===== config.mk =====
export PLATFORM = sky130hd
export DESIGN_NAME = blinker_bank
export DESIGN_NICKNAME = d
export VERILOG_FILES = /design/src/rtl/blinker_pkg.sv /design/src/rtl/blinker_channel.sv /design/src/rtl/blinker_bank.sv
export SDC_FILE = /design/constraint.sdc
export NUM_CORES = 1
export LEC_CHECK = 0
export CORE_AREA = 5 5 125 127
export DETAILED_ROUTE_END_ITERATION = 7
export DIE_AREA = 0 0 130 132
export PLACE_DENSITY = 0.82
export SLEW_MARGIN = 30
export SYNTH_ARGS = -nofsm -noshare
export SYNTH_HDL_FRONTEND = slang
export SYNTH_SLANG_ARGS = --single-unit

===== constraint.sdc =====
create_clock -name clk -period 4.5 [get_ports clk]
set_clock_uncertainty 0.15 [all_clocks]
set_input_delay 0.45 -clock clk [delete_from_list [all_inputs] [get_ports clk]]
set_output_delay 0.45 -clock clk [all_outputs]
set_load 0.03 [all_outputs]

===== src/rtl/blinker_pkg.sv =====
// blinker_pkg: mode encodings and field widths shared by the blinker bank.
package blinker_pkg;

    localparam int BURST_W = 4;

    typedef enum logic [1:0] {
        MODE_OFF   = 2'b00,
        MODE_ON    = 2'b01,
        MODE_BLINK = 2'b10,
        MODE_BURST = 2'b11
    } mode_t;

endpackage


===== src/rtl/blinker_channel.sv =====
// blinker_channel: one channel's config, phase counter, blink edge detect and b_en register.
// BLINKER_BANK_BURST_EN adds the burst_left counter; otherwise BURST behaves as BLINK.
module blinker_channel
    import blinker_pkg::*;
#(
    parameter int C_BITS = 8,
    parameter int C_ON   = 2,
    parameter int C_OFF  = 3
) (
    input  logic               clk,
    input  logic               reset_n,
    input  logic               tick,
    input  logic               wr,
    input  logic               blink,
    input  mode_t              cfg_mode,
    input  logic [C_BITS-1:0]  cfg_on,
    input  logic [C_BITS-1:0]  cfg_off,
    input  logic [BURST_W-1:0] cfg_burst,
    output logic               b_en
);

    localparam int PW = C_BITS + 1;

    mode_t             mode, mode_n;
    logic [C_BITS-1:0] on, on_n, off, off_n;
    logic [PW-1:0]     phase, phase_n, phase_inc, p;
    logic              blink_q, rise, on_phase, burst_ok, b_en_n;

    always_comb begin
        mode_n    = wr ? cfg_mode : mode;
        on_n      = wr ? cfg_on : on;
        off_n     = wr ? cfg_off : off;
        rise      = blink & ~blink_q;
        p         = PW'(on) + PW'(off);
        phase_inc = phase + 1'b1;
        phase_n   = (wr | rise) ? '0 : !tick ? phase : (phase_inc >= p) ? '0 : phase_inc;
        on_phase  = phase_n < PW'(on_n);
        b_en_n    = mode_n == MODE_OFF ? 1'b0 :
                    mode_n == MODE_ON  ? 1'b1 :
                    ~blink | (on_phase & (mode_n != MODE_BURST | burst_ok));
    end

`ifdef BLINKER_BANK_BURST_EN
    logic [BURST_W-1:0] burst, burst_n, burst_left, burst_left_n;
    logic               wrap;

    // A write alone leaves the burst exhausted until the next blink edge reloads it.
    always_comb begin
        wrap         = tick & ~wr & ~rise & (p != '0) & (phase_inc >= p);
        burst_n      = wr ? cfg_burst : burst;
        burst_left_n = wr   ? (rise ? cfg_burst : '0) :
                       rise ? burst :
                       (wrap && burst_left != '0) ? burst_left - 1'b1 : burst_left;
        burst_ok     = burst_left_n != '0;
    end

    always_ff @(posedge clk) begin
        if (!reset_n) begin
            burst      <= '0;
            burst_left <= '0;
        end else begin
            burst      <= burst_n;
            burst_left <= burst_left_n;
        end
    end
`else
    logic unused_burst;
    assign burst_ok     = 1'b1;
    assign unused_burst = ^cfg_burst;
`endif

    always_ff @(posedge clk) begin
        if (!reset_n) begin
            mode    <= MODE_BLINK;
            on      <= C_BITS'(C_ON);
            off     <= C_BITS'(C_OFF);
            phase   <= '0;
            blink_q <= 1'b0;
            b_en    <= 1'b1;
        end else begin
            mode    <= mode_n;
            on      <= on_n;
            off     <= off_n;
            phase   <= phase_n;
            blink_q <= blink;
            b_en    <= b_en_n;
        end
    end

endmodule


===== src/rtl/blinker_bank.sv =====
// blinker_bank: N_CH configurable blinkers sharing one tick prescaler.
// BLINKER_BANK_BURST_EN enables BURST mode and the per-channel burst counters.
module blinker_bank
    import blinker_pkg::*;
#(
    parameter  int N_CH     = 4,
    parameter  int C_BITS   = 8,
    parameter  int C_ON     = 2,
    parameter  int C_OFF    = 3,
    parameter  int PRESCALE = 1,
    localparam int CH_W     = N_CH > 1 ? $clog2(N_CH) : 1,
    localparam int PS_W     = PRESCALE > 1 ? $clog2(PRESCALE) : 1
) (
    input  logic               clk,
    input  logic               reset_n,
    input  logic [N_CH-1:0]    blink,
    input  logic               cfg_we,
    input  logic [CH_W-1:0]    cfg_ch,
    input  logic [1:0]         cfg_mode,
    input  logic [C_BITS-1:0]  cfg_on,
    input  logic [C_BITS-1:0]  cfg_off,
    input  logic [BURST_W-1:0] cfg_burst,
    output logic [N_CH-1:0]    b_en
);

    logic [PS_W-1:0] ps;
    logic            tick, cfg_ok;

    assign tick   = ps == PS_W'(PRESCALE - 1);
    assign cfg_ok = cfg_we && (32'(cfg_ch) < N_CH);

    always_ff @(posedge clk) begin
        if (!reset_n) ps <= '0;
        else          ps <= tick ? '0 : ps + 1'b1;
    end

    for (genvar i = 0; i < N_CH; i++) begin : g_ch
        blinker_channel #(
            .C_BITS (C_BITS),
            .C_ON   (C_ON),
            .C_OFF  (C_OFF)
        ) u_ch (
            .clk       (clk),
            .reset_n   (reset_n),
            .tick      (tick),
            .wr        (cfg_ok && cfg_ch == CH_W'(i)),
            .blink     (blink[i]),
            .cfg_mode  (mode_t'(cfg_mode)),
            .cfg_on    (cfg_on),
            .cfg_off   (cfg_off),
            .cfg_burst (cfg_burst),
            .b_en      (b_en[i])
        );
    end

endmodule


==> flow_summary.ini <==
[status]
outcome = finished with violations
violations = design-rule violations, negative setup slack

[placement]
preCtsSetupSlack_ns = -0.154
place_hpwl_mm = 13.7
place_area_mm2 = 0.00848
finalWeightedCongestion = 0.887
port-buffer-count = 30

[critical_path]
arrival_ns = 4.77
r2r-end = g_ch[3].u_ch.b_en$_SDFF_PN1_
reg2reg_from = g_ch[3].u_ch.on[0]$_SDFF_PN0_
path_class = reg -> reg
cp_data_required_time_ns = 4.66
r2r.worst_path.cells = 23
r2r_slack_ns = -0.11
start_kind = flop
end_kind = flop
critical_path.max_fanout = 6

[sta]
fin_hold_ws_ns = 0.323
finalHoldViolations = 0
rsz0062_at_grt = true
min_period_over_period_pct = 102
fin_crit_ns = 4.61
setup_slack_ns = -0.109
timing.fmax_mhz = 217
fin_tns_setup_ns = -0.109
tightest_slew_ns = 0.952
report.final.slew_viol_count = 0
finalSetupViolations = 1
slew_headroom_pct = 36.5

[synth]
synthFlopType = dfxtp_1
synthArstFlopShare_pct = 0
synthesis.nets = 1082
syn_area_mm2 = 0.00791
netlist_instances = 947
avgSynthCellArea_um2 = 8.36
synth_edf_count = 0
ys_warn_count = 0
yosysUniqueCellTypes = 63
ys_seq_area_share_pct = 29.6
synth_seq_cells = 117

[finish]
final_common_cell = nand2_1
antennaDiodeCount = 0
final_area_mm2 = 0.00973
area_growth_pct = 22.9
layout-drive-gt1-share_pct = 17.0
final_cell_mix = nand2_1, dfxtp_1, ha_1
multi_input_area_mm2 = 0.00571
fin_nets = 1149
register_area_mm2 = 0.00235
nFillCells = 1106

[routing]
post_drt_wl_per_cell_um = 17.4
drt_iter0_drc = 665
route.final.wire_length_mm = 21.1
drtAntennaViolNets = 0
viasPerCell = 5.93
drcViolationCount = 1
drt_first_pass_iters = 7
vias = 7176

[floorplanning]
io_pins = 35
coreArea_mm2 = 0.0143
die-area_mm2 = 0.0172
die_w_um = 130
rows = 44
initial_utilization_pct = 55.3
die_h_um = 132

[global_route]
grt_usage_pct = 23.6
globalRoute.totalOverflow = 0
antenna_found_initial = 0
grt_pass1_vias = 6963
grt_max_degree = 56
grt_pass1_wl_mm = 32.7

[min_path]
hold_class = reg -> reg
hp-start = g_ch[1].u_ch.off[3]$_SDFFE_PN0P_
hold_depth = 2
hold_end = g_ch[1].u_ch.off[3]$_SDFFE_PN0P_

[clock_tree]
numCtsBuffers = 17
clk_pin_slew_worst_paths_ns = 0.05
cts.hold.buffers_added = 0
cts_tree = built
max-clock-path-buffers = 2
clock_sinks = 117
cts_htree_levels = 4
cts_root_buffer = clkbuf_16
insertion_delay_ns = 0.42

[pwr]
leakage_nw = 4.37
power_density_mw_per_mm2 = 301
ir_drop_mv = 0.267

[run]
max-cap-violations = 0
==> worst max path at each step <==
stage,start,endpoint,slack [ns],cells past startpoint
finish,g_ch[3].u_ch.on[0]$_SDFF_PN0_,g_ch[3].u_ch.b_en$_SDFF_PN1_,-0.11,23
detailed placement,g_ch[3].u_ch.off[0]$_SDFFE_PN1P_,g_ch[3].u_ch.b_en$_SDFF_PN1_,-0.15,22
floorplan,g_ch[3].u_ch.off[0]$_SDFFE_PN1P_,g_ch[3].u_ch.b_en$_SDFF_PN1_,0.25,22
CTS,g_ch[3].u_ch.on[0]$_SDFF_PN0_,g_ch[3].u_ch.b_en$_SDFF_PN1_,-0.003,23
global route,g_ch[3].u_ch.on[0]$_SDFF_PN0_,g_ch[3].u_ch.b_en$_SDFF_PN1_,-0.39,23
global placement,g_ch[3].u_ch.off[0]$_SDFFE_PN1P_,g_ch[3].u_ch.b_en$_SDFF_PN1_,-0.004,22
==> synthesized netlist by cell type, types with 9 or more instances <==
| cell type | n | area [um^2] |
|---|---|---|
| dfxtp_1 | 117 | 2340 |
| o21ai_0 | 22 | 110 |
| nand2_1 | 141 | 529 |
| nor2_1 | 74 | 278 |
| a21oi_1 | 55 | 275 |
| o31ai_1 | 10 | 75.1 |
| inv_1 | 25 | 93.8 |
| a31oi_1 | 10 | 62.6 |
| nor4_1 | 10 | 62.6 |
| nor4b_1 | 9 | 78.8 |
| nor2b_1 | 42 | 263 |
| nand2b_1 | 11 | 68.8 |
| nand3_1 | 25 | 125 |
| xnor2_1 | 19 | 166 |
| xor2_1 | 29 | 254 |
| ha_1 | 100 | 1250 |
| and2_1 | 10 | 62.6 |
| a21o_1 | 22 | 165 |
| clkbuf_1 | 25 | 93.8 |
| nor3_1 | 17 | 85.1 |
| a21boi_0 | 26 | 195 |
| mux2i_1 | 34 | 340 |
==> repair_timing <==
action / in CTS / in global routing
gates cloned: 1 / 0
setup buffers: 14 / 13
endpoints found under the setup margin: 4 / 4
pin swaps: 29 / 49
gates resized for setup: 38 / 67
hold endpoints to repair: 0 / 0
==> cell type report <==
| cell class | instances | area share (%) |
|---|---|---|
| inverter | 25 | 0.965 |
| clock inverter | 10 | 1.07 |
| multi-input combinational | 766 | 58.7 |
| sequential | 117 | 24.2 |
| tap | 184 | 2.37 |
| timing repair buffer | 87 | 7.81 |
| clock buffer | 22 | 4.87 |
==> logic make-up (layout without fill, tap and decap cells) <==
group	after synthesis	count (layout)	share of synthesized area [%]
compound gates	201	201	17.0
xor+xnor	48	48	5.31
fa+ha+maj	104	104	16.8
buf+inv	64	144	3.56
flops	117	117	29.6
mux	35	35	4.59
other cells	1	1	0.0474
simple gates	377	377	23.1
==> registers in the layout, indices dropped and copies added, names as in the netlist <==
name	cells
g_ch.u_ch.blink_q	4
ps	1
g_ch.u_ch.b_en	4
g_ch.u_ch.off	32
g_ch.u_ch.on	32
g_ch.u_ch.phase	36
g_ch.u_ch.mode	8
==> metal layers <==
metal,track usage [%],part of all wire [%],vias up
met2,39.3,50,240
met1,29.9,42,3377
met4,8.60,2.8,0
met5,0,0,-
met3,5.23,5.8,54
li1,-,-,3505
==> stage by stage <==
stage          utilization, %  power, mW  std cells
4_1_cts                  65.1       2.86       1198
2_1_floorplan               -       1.38        947
3_3_place_gp             59.3       1.50       1151
5_1_grt                  68.0       3.04       1211
6_report                 68.0       2.93       1211
3_5_place_dp             59.3       1.52       1151
==> worst max-delay path: stages, from the launching register on <==
cell,delay (ns)
dfxtp_2,0.35
ha_4,0.14
inv_2,0.04
fa_2,0.36
nor2b_1,0.14
o21ai_1,0.10
nand2b_1,0.12
a21o_1,0.13
a21o_1,0.14
a31oi_1,0.09
ha_1,0.32
nand4_1,0.14
buf_4,0.18
o2bb2ai_4,0.21
buf_6,0.16
o31ai_1,0.07
a21oi_1,0.29
nor2_1,0.07
ha_1,0.31
nand2_1,0.07
or3_4,0.34
o211ai_1,0.23
a31oi_1,0.09
o31a_1,0.25
==> report_power, final <==
part	switching [mW]	internal [mW]	total [mW]
Combinational	0.289	0.221	0.510
Sequential	0.0216	1.07	1.09
Clock	0.477	0.851	1.33
Note: power is estimated with default switching activity, not from simulation.
